## src/rtl/kmeans_apb_regfile_pkg.sv

```systemverilog
// Shared constants and types for the Kmeans APB register front-end:
// address map, CTRL/STATUS bit positions, and the bus controller states.
package kmeans_pkg;

    localparam int unsigned CENT_BASE   = 32'h000;
    localparam int unsigned CTRL_ADDR   = 32'h008;
    localparam int unsigned STATUS_ADDR = 32'h009;
    localparam int unsigned RAM_BASE    = 32'h010;

    localparam int unsigned CTRL_START   = 0;
    localparam int unsigned CTRL_IRQ_CLR = 1;
    localparam int unsigned CTRL_IRQ_EN  = 2;
    localparam int unsigned CTRL_CNT_LSB = 3;

    localparam int unsigned STAT_BUSY    = 0;
    localparam int unsigned STAT_PENDING = 1;
    localparam int unsigned STAT_IRQ_EN  = 2;

    typedef enum logic [1:0] {IDLE, SETUP, ACCESS, STALL} apb_state_t;

    typedef enum logic [2:0] {REG_CENT, REG_CTRL, REG_STATUS, REG_RSVD, REG_RAM} region_t;

    // The centroid window ends where CTRL begins; everything from ram_lo up is point RAM.
    function automatic region_t region_of(input int unsigned a, input int unsigned ram_lo);
        if (a < CTRL_ADDR)    return REG_CENT;
        if (a == CTRL_ADDR)   return REG_CTRL;
        if (a == STATUS_ADDR) return REG_STATUS;
        if (a >= ram_lo)      return REG_RAM;
        return REG_RSVD;
    endfunction

endpackage

```

## src/rtl/kmeans_apb_regfile_if.sv

```systemverilog
// Host-side APB signal bundle for the Kmeans register file, including the
// level interrupt that travels with the bus.
interface kmeans_apb_regfile_if #(
    parameter int addrWidth = 9,
    parameter int dataWidth = 91
);
    logic                 psel;
    logic                 penable;
    logic                 pwrite;
    logic [addrWidth-1:0] paddr;
    logic [dataWidth-1:0] pwdata;
    logic [dataWidth-1:0] prdata;
    logic                 pready;
    logic                 interupt;

    modport master (output psel, penable, pwrite, paddr, pwdata,
                    input  prdata, pready, interupt);
    modport slave  (input  psel, penable, pwrite, paddr, pwdata,
                    output prdata, pready, interupt);
endinterface

```

## src/rtl/kmeans_apb_regfile_fsm.sv

```systemverilog
// APB transfer controller: recognises the setup phase, drives a registered
// pready (zero wait states unless stalled) and flags the completion cycle.
module kmeans_apb_fsm
    import kmeans_pkg::*;
(
    input  logic clk,
    input  logic rst_n,
    input  logic psel,
    input  logic penable,
    input  logic stallable,   // decoded transfer is a CENT/RAM write
    input  logic wait_req,    // engine is still busy after this edge
    output logic pready,
    output logic setup_stb,   // setup phase seen: capture decode now
    output logic done_stb     // transfer completes on this edge
);

    apb_state_t state;

    assign setup_stb = (state == IDLE) && psel && !penable;
    assign done_stb  = pready && psel && penable;

    // NOTE: state and pready use non-blocking assignments so every flop samples pre-edge values.
    always_ff @(posedge clk or negedge rst_n) begin
        if (!rst_n) begin
            state  <= IDLE;
            pready <= 1'b0;
        end else begin
            case (state)
                IDLE: begin
                    if (psel && !penable) begin
                        if (stallable && wait_req) begin
                            state  <= STALL;
                            pready <= 1'b0;
                        end else begin
                            state  <= ACCESS;
                            pready <= 1'b1;
                        end
                    end
                end
                ACCESS, STALL: begin
                    if (!psel || done_stb) begin
                        state  <= IDLE;
                        pready <= 1'b0;
                    end else if (state == STALL && !wait_req) begin
                        state  <= ACCESS;
                        pready <= 1'b1;
                    end
                end
                default: begin
                    state  <= IDLE;
                    pready <= 1'b0;
                end
            endcase
        end
    end

endmodule

```

## src/rtl/kmeans_apb_regfile.sv

```systemverilog
// APB register file for the Kmeans accelerator: centroid and control
// registers, point-RAM write forwarding, engine start/done handshake.
module kmeans_apb_regfile
    import kmeans_pkg::*;
#(
    parameter int addrWidth         = 9,
    parameter int dataWidth         = 91,
    parameter int centroid_num      = 8,
    parameter int log2_cent_num     = 3,
    parameter int log2_of_point_cnt = 9,
    parameter int ram_base          = RAM_BASE
)(
    input  logic                              clk,
    input  logic                              rst_n,
    kmeans_apb_regfile_if.slave               apb,
    output logic                              start,
    output logic [log2_of_point_cnt-1:0]      point_cnt,
    output logic [centroid_num*dataWidth-1:0] cent_flat,
    output logic                              ram_we,
    output logic [log2_of_point_cnt-1:0]      ram_addr,
    output logic [dataWidth-1:0]              ram_wdata,
    input  logic                              eng_done,
    input  logic                              eng_cent_we,
    input  logic [log2_cent_num-1:0]          eng_cent_idx,
    input  logic [dataWidth-1:0]              eng_cent_data
);

    logic [dataWidth-1:0] cent [centroid_num];
    logic busy, pending, irq_en;
    logic busy_d, pending_d, irq_en_d, start_d;

    region_t                      rgn_now, rgn_q;
    logic                         wr_q;
    logic [log2_cent_num-1:0]     idx_q;
    logic [log2_of_point_cnt-1:0] off_q;
    logic [dataWidth-1:0]         rd_now;
    logic setup_stb, done_stb, stallable, wait_req;
    logic cent_wr, ctrl_wr, ram_wr;

    assign rgn_now   = region_of(32'(apb.paddr), 32'(ram_base));
    assign stallable = apb.pwrite && (rgn_now == REG_CENT || rgn_now == REG_RAM);
    assign wait_req  = busy && !eng_done;

    kmeans_apb_fsm u_fsm (
        .clk       (clk),
        .rst_n     (rst_n),
        .psel      (apb.psel),
        .penable   (apb.penable),
        .stallable (stallable),
        .wait_req  (wait_req),
        .pready    (apb.pready),
        .setup_stb (setup_stb),
        .done_stb  (done_stb)
    );

    assign cent_wr = done_stb && wr_q && rgn_q == REG_CENT;
    assign ctrl_wr = done_stb && wr_q && rgn_q == REG_CTRL;
    assign ram_wr  = done_stb && wr_q && rgn_q == REG_RAM;

    for (genvar g = 0; g < centroid_num; g++) begin : g_flat
        assign cent_flat[g*dataWidth +: dataWidth] = cent[g];
    end

    // NOTE: every always_comb output gets a default first so no path leaves a latch behind.
    always_comb begin
        rd_now = '0;
        case (rgn_now)
            REG_CENT:   rd_now = cent[apb.paddr[log2_cent_num-1:0]];
            REG_CTRL: begin
                rd_now[CTRL_IRQ_EN]                        = irq_en;
                rd_now[CTRL_CNT_LSB +: log2_of_point_cnt] = point_cnt;
            end
            REG_STATUS: begin
                rd_now[STAT_BUSY]    = busy;
                rd_now[STAT_PENDING] = pending;
                rd_now[STAT_IRQ_EN]  = irq_en;
            end
            default: ;
        endcase
    end

    // Engine done is applied last to pending so it beats a simultaneous IRQ_CLR.
    always_comb begin
        busy_d    = busy;
        pending_d = pending;
        irq_en_d  = irq_en;
        start_d   = 1'b0;
        if (eng_done) busy_d = 1'b0;
        if (ctrl_wr) begin
            irq_en_d = apb.pwdata[CTRL_IRQ_EN];
            if (apb.pwdata[CTRL_IRQ_CLR]) pending_d = 1'b0;
            if (apb.pwdata[CTRL_START] && !busy) begin
                start_d = 1'b1;
                busy_d  = 1'b1;
            end
        end
        if (eng_done) pending_d = 1'b1;
    end

    always_ff @(posedge clk or negedge rst_n) begin
        if (!rst_n) begin
            // NOTE: the centroid array is reset explicitly; it must read as zero after reset.
            for (int i = 0; i < centroid_num; i++) cent[i] <= '0;
            rgn_q        <= REG_RSVD;
            wr_q         <= 1'b0;
            idx_q        <= '0;
            off_q        <= '0;
            apb.prdata   <= '0;
            apb.interupt <= 1'b0;
            busy         <= 1'b0;
            pending      <= 1'b0;
            irq_en       <= 1'b0;
            start        <= 1'b0;
            point_cnt    <= '0;
            ram_we       <= 1'b0;
            ram_addr     <= '0;
            ram_wdata    <= '0;
        end else begin
            busy         <= busy_d;
            pending      <= pending_d;
            irq_en       <= irq_en_d;
            start        <= start_d;
            apb.interupt <= pending_d && irq_en_d;

            if (setup_stb) begin
                rgn_q      <= rgn_now;
                wr_q       <= apb.pwrite;
                idx_q      <= apb.paddr[log2_cent_num-1:0];
                off_q      <= log2_of_point_cnt'(apb.paddr - addrWidth'(ram_base));
                apb.prdata <= apb.pwrite ? '0 : rd_now;
            end

            if (ctrl_wr) point_cnt <= apb.pwdata[CTRL_CNT_LSB +: log2_of_point_cnt];

            ram_we <= ram_wr;
            if (ram_wr) begin
                ram_addr  <= off_q;
                ram_wdata <= apb.pwdata;
            end

            // Engine write-back is last so it wins over a same-edge host write.
            if (cent_wr)     cent[idx_q]        <= apb.pwdata;
            if (eng_cent_we) cent[eng_cent_idx] <= eng_cent_data;
        end
    end

endmodule

```

## src/flat_wrapper.sv

```systemverilog
// flat-port wrapper written by rule: the top's interface ports become plain ports
module kmeans_apb_regfile_flat import kmeans_pkg::*;
#(
    parameter int addrWidth         = 9,
    parameter int dataWidth         = 91,
    parameter int centroid_num      = 8,
    parameter int log2_cent_num     = 3,
    parameter int log2_of_point_cnt = 9,
    parameter int ram_base          = RAM_BASE
)
  (clk, rst_n, start, point_cnt, cent_flat, ram_we, ram_addr, ram_wdata, eng_done, eng_cent_we, eng_cent_idx, eng_cent_data, apb_psel, apb_penable, apb_pwrite, apb_paddr, apb_pwdata, apb_prdata, apb_pready, apb_interupt);
  kmeans_apb_regfile_if #(.addrWidth(addrWidth), .dataWidth(dataWidth)) apb_i ();
  input  logic clk;
  input  logic rst_n;
  output logic start;
  output logic [log2_of_point_cnt-1:0] point_cnt;
  output logic [centroid_num*dataWidth-1:0] cent_flat;
  output logic ram_we;
  output logic [log2_of_point_cnt-1:0] ram_addr;
  output logic [dataWidth-1:0] ram_wdata;
  input  logic eng_done;
  input  logic eng_cent_we;
  input  logic [log2_cent_num-1:0] eng_cent_idx;
  input  logic [dataWidth-1:0] eng_cent_data;
  input wire logic [$bits(apb_i.psel)-1:0] apb_psel;
  input wire logic [$bits(apb_i.penable)-1:0] apb_penable;
  input wire logic [$bits(apb_i.pwrite)-1:0] apb_pwrite;
  input wire logic [$bits(apb_i.paddr)-1:0] apb_paddr;
  input wire logic [$bits(apb_i.pwdata)-1:0] apb_pwdata;
  output wire logic [$bits(apb_i.prdata)-1:0] apb_prdata;
  output wire logic [$bits(apb_i.pready)-1:0] apb_pready;
  output wire logic [$bits(apb_i.interupt)-1:0] apb_interupt;
  assign apb_i.psel = apb_psel;
  assign apb_i.penable = apb_penable;
  assign apb_i.pwrite = apb_pwrite;
  assign apb_i.paddr = apb_paddr;
  assign apb_i.pwdata = apb_pwdata;
  assign apb_prdata = apb_i.prdata;
  assign apb_pready = apb_i.pready;
  assign apb_interupt = apb_i.interupt;
  kmeans_apb_regfile #(.addrWidth(addrWidth), .dataWidth(dataWidth), .centroid_num(centroid_num), .log2_cent_num(log2_cent_num), .log2_of_point_cnt(log2_of_point_cnt), .ram_base(ram_base)) u_core (.clk(clk), .rst_n(rst_n), .apb(apb_i), .start(start), .point_cnt(point_cnt), .cent_flat(cent_flat), .ram_we(ram_we), .ram_addr(ram_addr), .ram_wdata(ram_wdata), .eng_done(eng_done), .eng_cent_we(eng_cent_we), .eng_cent_idx(eng_cent_idx), .eng_cent_data(eng_cent_data));
endmodule
```

## config.mk

```make
export PLATFORM = sky130hd
export DESIGN_NAME = kmeans_apb_regfile_flat
export DESIGN_NICKNAME = d
export VERILOG_FILES = /design/src/rtl/kmeans_apb_regfile_pkg.sv /design/src/rtl/kmeans_apb_regfile_if.sv /design/src/rtl/kmeans_apb_regfile_fsm.sv /design/src/rtl/kmeans_apb_regfile.sv /design/src/flat_wrapper.sv
export SDC_FILE = /design/constraint.sdc
export NUM_CORES = 2
export LEC_CHECK = 0
export BUFFER_PORTS_ARGS = -buffer_cell sky130_fd_sc_hd__buf_2
export CAP_MARGIN = 20
export CORE_AREA = 2 2 440 442
export DETAILED_ROUTE_END_ITERATION = 16
export DIE_AREA = 0 0 442 444
export SKIP_CTS_REPAIR_TIMING = 1
export SLEW_MARGIN = 20
export SYNTH_ARGS = -nofsm -noshare
export SYNTH_HDL_FRONTEND = slang
export SYNTH_SLANG_ARGS = --single-unit
```

## constraint.sdc

```tcl
create_clock -name clk -period 2.14 [get_ports clk]
set_input_delay 0.107 -clock clk [delete_from_list [all_inputs] [get_ports clk]]
set_output_delay 0.107 -clock clk [all_outputs]
set_load 0.1 [all_outputs]
```

# Yosys cells after proc, flatten, opt, wreduce, memory -nomap -nowiden
# Index checks and enable logic that the tools add are counted.
# word_totals
out_inout_bits,932
elab_cells,129
regBits,953
in_bits,201
# op_classes
reduce_logical,30
n_addsub,1
magnitude_cmp,7
bitwise_logic,3
n_mux,53
n_eq_ne,11
# op_table
cell,count
bitwise mux 728 bit,2
2-to-1 mux 728 bit,2
demux 91 bit (select 3 bit),2
2-to-1 mux 91 bit,5
binary-select mux 91 bit (select 3 bit),1
2-to-1 mux 79 bit,1
2-to-1 mux 1 bit,24
2-to-1 mux 3 bit,8
== test 9 x 4 -> 1 bit (second input constant),2
case mux 9 bit (2 select lines),1
logical AND 1 bit,17
greater-or-equal comparator 4 bit (second input constant),3
NOT 3 -> 4 bit,3
greater-or-equal comparator 9 x 5 -> 1 bit (second input constant),1
< comparator 9 x 4 -> 1 bit (second input constant),1
subtractor 9 x 5 -> 9 bit (second input constant),1
< comparator 4 x 1 -> 1 bit (second input constant),2
case mux 2 bit (2 select lines),2
== test 3 x 1 -> 1 bit (second input constant),2
== test 3 bit (second input constant),2
zero test 3 bit,2
2-to-1 mux 2 bit,3
zero test 1 bit,5
== test 2 bit (second input constant),2
8 further kinds,11

# Logic depth before layout (Yosys ltp)
# logic_depth
word_depth,19
mapped_depth,8
depth_no_buf,6

# Hierarchy
# From an unflattened synthesis, not the netlist that was laid out.
# unflattened
hier_cells,5492
area_unflattened_um2,52799.4
# by_module_without_submodules
module,n_inst,seq_area_each_um2,cells_per_inst,area_each_um2
kmeans_apb_regfile,1,23700.2,5471,52616.7
kmeans_apb_fsm,1,75.1,21,182.7

# Worst setup path after synthesis
# No wires, ideal clock.
# synth_timing
path_kind,register -> register
startpoint,register u_core.u_fsm.pready
endpoint,register u_core.cent (netlist bit u_core.cent_flat[365])
required_ns,2.016
path_slack_ns,-0.237
synth_period_minus_slack_ns,2.377
arrival_time_ns,2.253
path_buffers,2
setup_ns,0.124
stages_incl_launch_ff,7
cell_sequence,dfrtp_1 -> nand4b_2 -> nor4_1 -> buf_2 -> buf_2 -> nor2_1 -> a211o_1
# synth_via
elab_chain_len,7
# synth_rtl
element,line_no,source
start: declaration,kmeans_apb_regfile_fsm.sv:12,"output logic pready,"
start signal: assignment,kmeans_apb_regfile_fsm.sv:26,pready <= 1'b0;
start signal: assignment,kmeans_apb_regfile_fsm.sv:33,pready <= 1'b0;
start signal: assignment,kmeans_apb_regfile_fsm.sv:36,pready <= 1'b1;
logical AND 1 bit * (2 in series),kmeans_apb_regfile_fsm.sv:20,assign done_stb = pready && psel && penable;
logical AND 1 bit * (2 in series),kmeans_apb_regfile.sv:56,assign cent_wr = done_stb && wr_q && rgn_q == REG_CENT;
2-to-1 mux 728 bit *,kmeans_apb_regfile.sv:142,if (cent_wr) cent[idx_q] <= apb.pwdata;
bitwise mux 728 bit,kmeans_apb_regfile.sv:143,if (eng_cent_we) cent[eng_cent_idx] <= eng_cent_data;
2-to-1 mux 728 bit *,kmeans_apb_regfile.sv:143,
end signal: indexed assignment,kmeans_apb_regfile.sv:142,
end signal: indexed assignment,kmeans_apb_regfile.sv:143,
end: declaration,kmeans_apb_regfile.sv:28,logic [dataWidth-1:0] cent [centroid_num];
# Mark *: on every way between the ends. The rest lies on a longest branch, timed or not.
# A chain may end at the register's enable or synchronous reset.

# Worst setup path in the final report
# layout_timing
startpoint,register u_core.rgn_q[2]
endpoint,register u_core.cent (netlist bit u_core.cent_flat[36])
# layout_via
elab_chain_len,5
# layout_rtl
element,line_no,source
start: declaration,kmeans_apb_regfile.sv:32,"region_t rgn_now, rgn_q;"
start signal: assignment,kmeans_apb_regfile.sv:126,rgn_q <= rgn_now;
zero test 3 bit *,kmeans_apb_regfile.sv:56,
logical AND 1 bit *,kmeans_apb_regfile.sv:56,
2-to-1 mux 728 bit *,kmeans_apb_regfile.sv:142,
bitwise mux 728 bit,kmeans_apb_regfile.sv:143,
2-to-1 mux 728 bit *,kmeans_apb_regfile.sv:143,
# Marked as above.

==> flow_metrics.env <==
export IMPL_design_area_mm2=0.06544
export IMPL_grt_start_max_net_pins=105
export IMPL_violations="negative setup slack"
export IMPL_max_cap_violations=0
export IMPL_numCtsBuffers=114
export IMPL_yosysSeqAreaShare=0.4873
export IMPL_period_minus_slack_ps=2341
export IMPL_critPathCaptureType="flip-flop"
export IMPL_synth_warnings=0
export IMPL_routed_wl_mm=271.4
export IMPL_syn_area_per_cell_um2=9.526
export IMPL_period_share=1.094
export IMPL_whs_ps=17.41
export IMPL_p_leak_nw=32.19
export IMPL_place_area_mm2=0.05850
export IMPL_grt_util_met2=0.3828
export IMPL_coreArea_mm2=0.1916
export IMPL_overflow=0
export IMPL_wl_per_cell_um=30.53
export IMPL_root_buffer="clkbuf_16"
export IMPL_fin_skew_ps=61.57
export IMPL_synth_seq_cells=950
export IMPL_use_met3=0.07144
export IMPL_clk_pin_slew_worst_paths_ps=60
export IMPL_synth_area_mm2=0.04879
export IMPL_yosys_top_cells_count="nand2_1, dfrtp_1, nor2_1"
export IMPL_via_per_inst=5.591
export IMPL_yosysTopAreaCell="dfrtp_1"
export IMPL_htreeDepth=3
export IMPL_rsz0062_at_grt="true"
export IMPL_tns_ps=-14720
export IMPL_hold_viol=0
export IMPL_antenna_left=0
export IMPL_grt_usage=0.2589
export IMPL_regToRegSetupSlack_ps=-200
export IMPL_syn2layout_area_growth_pct=34.12
export IMPL_async_flop_share=1.000
export IMPL_dp_hpwl_mm=192.4
export IMPL_syn_nets=5325
export IMPL_clk_latency_ps=800
export IMPL_clockBufferDepth=3
export IMPL_dr_pass1_iters=9
export IMPL_rows=161
export IMPL_slew_headroom=0.2855
export IMPL_portBuffers=1132
export IMPL_hold_path_class="primary input to flip-flop"
export IMPL_tightest_slew_ps=1072
export IMPL_synth_cell_types=51
export IMPL_first_iter_violations=6092
export IMPL_grt_pass1_wl_mm=366.4
export IMPL_die_h_um=444
export IMPL_synth_edf_count=0
export IMPL_die_area_mm2=0.1962
export IMPL_setup_slack_ps=-201.2
export IMPL_gp_congestion=0.9655
export IMPL_synthFlopType="dfrtp_1"
export IMPL_grt_util_met1=0.3282
export IMPL_crit_path_start_kind="flip-flop"
export IMPL_required_ps=2800
export IMPL_arrival_ps=3000
export IMPL_worstPathMaxFanout=8
export IMPL_die_w_um=442
export IMPL_io_pins=1133
export IMPL_initial_core_util=0.2547
export IMPL_status="complete, but fails checks"
export IMPL_synth_top_area_share=0.4862
export IMPL_yosysMostFrequentCell="nand2_1"
export IMPL_first_global_vias=45430
export IMPL_syn_inst=5122
export IMPL_fmax_mhz=427.1
export IMPL_final_util=0.3416
export IMPL_antenna_found_initial=35
export IMPL_drive_above_1_share=0.3282
export IMPL_drv_slew=0
export IMPL_clock_sinks=950
export IMPL_num_nets_final=6453
export IMPL_vias=49700
export IMPL_power_density_mw_per_mm2=1383
export IMPL_irDropWorstVdd_v=0.001258
export IMPL_finalSetupViolCount=143
export IMPL_grt_busiest_layer="met2"
export IMPL_netlist_top_cells_area="dfrtp_1, nand2_1, mux4_2, a31oi_1, mux2_2"
export IMPL_drc=0
export IMPL_worstSetupPathType="flip-flop to flip-flop"
export IMPL_cts_tree="yes"
per-stage QoR:
stage               power, mW  instances  setup slack (ps)
floorplan               58.83       5122             90.46
finish                  90.51       8889            -201.2
global placement        69.10       8430            -109.3
CTS                     89.93       8642            -128.1
detailed placement      69.50       8430            -90.85
global route            92.66       8878            -267.1
power by group:
group          internal (mW)  leakage (nW)  switching [mW]  total (mW)
Combinational           7.56          18.7            36.8        44.4
Clock                   11.6          1.90            8.82        20.4
Sequential              21.8          11.6            4.00        25.8
cells by family (layout without fill, tap and decap cells):
family / after synthesis / count (layout) / synth area share
xor gates and xnor gates: 3 / 3 / 0.0005386
DFF: 950 / 950 / 0.4873
adders and majority gates: 2 / 2 / 0.0005128
muxes: 385 / 385 / 0.1297
AOI/OAI and AO/OA: 659 / 659 / 0.09824
other: 0 / 17 / 0
and+or+nand+nor: 2492 / 2492 / 0.2293
buffers and inverters: 631 / 1855 / 0.05439
worst max-delay path: stages, from the launching register on:
cell       delay [ps]
dfrtp_1           390
or4b_4            550
nor4_4            380
buf_6             230
buf_16            170
clkbuf_16         210
nor2_4             50
a211o_1           210
cells in the final DEF, fill, tap and decap left out, drive strengths merged, types with 2 or more instances in the layout:
master	count
nand4b	2
nand2	1141
xnor2	2
nor3	8
a211o	182
o21ai	7
inv	10
diode	17
clkinv	29
bufinv	5
dfstp	2
clkinvlp	4
or4b	4
a31oi	365
nand2b	6
mux4	178
a21oi	5
nand4bb	2
nand3	373
buf	1424
nor2	557
nor4	2
and2	3
or2	2
dlygate4sd3	198
mux2	199
a21o	3
nor4b	2
clkbuf	185
ha	2
nand4	6
a22oi	13
nand3b	183
nor2b	8
dfrtp	948
mux2i	8
a22o	78
and3	187
worst paths after layout:
kind,start,to,depth (start not counted)
max reg2reg,u_core.rgn_q[2],u_core.cent_flat[36],7
max in group asynchronous,rst_n,u_core.cent_flat[428],4
min in group asynchronous,rst_n,u_core.point_cnt[4],3
min,eng_cent_idx[2],u_core.cent_flat[572],4
min reg2reg,u_core.off_q[6],u_core.off_q[6],2
max,u_core.rgn_q[2],u_core.cent_flat[36],7
layer usage:
| metal | vias to the layer above | wire (um) |
|---|---|---|
| met3 | 775 | 30270 |
| met4 | 26 | 20910 |
| li1 | 20150 | - |
| met2 | 3655 | 117900 |
| met1 | 25090 | 102100 |
| met5 | - | 156 |
state kept, by name, summed over array words and instances, names as in the netlist, 2 cells and up:
| signal | count |
|---|---|
| u_core.off_q | 9 |
| u_core.apb.prdata | 91 |
| u_core.u_fsm.state | 2 |
| u_core.ram_wdata | 91 |
| u_core.cent_flat | 728 |
| u_core.rgn_q | 3 |
| u_core.point_cnt | 9 |
| u_core.ram_addr | 9 |
layout make-up:
cell class                 count  area [um^2]
clock inverter                44        506.7
inverter                       4        15.01
timing repair buffer        1639        11720
sequential                   950        23780
antenna                       17        42.54
fill                       19330       126100
clock buffer                 168         3368
multi-input combinational   3541        22850
tap                         2526         3161
Power figures use the tool's default switching activity.
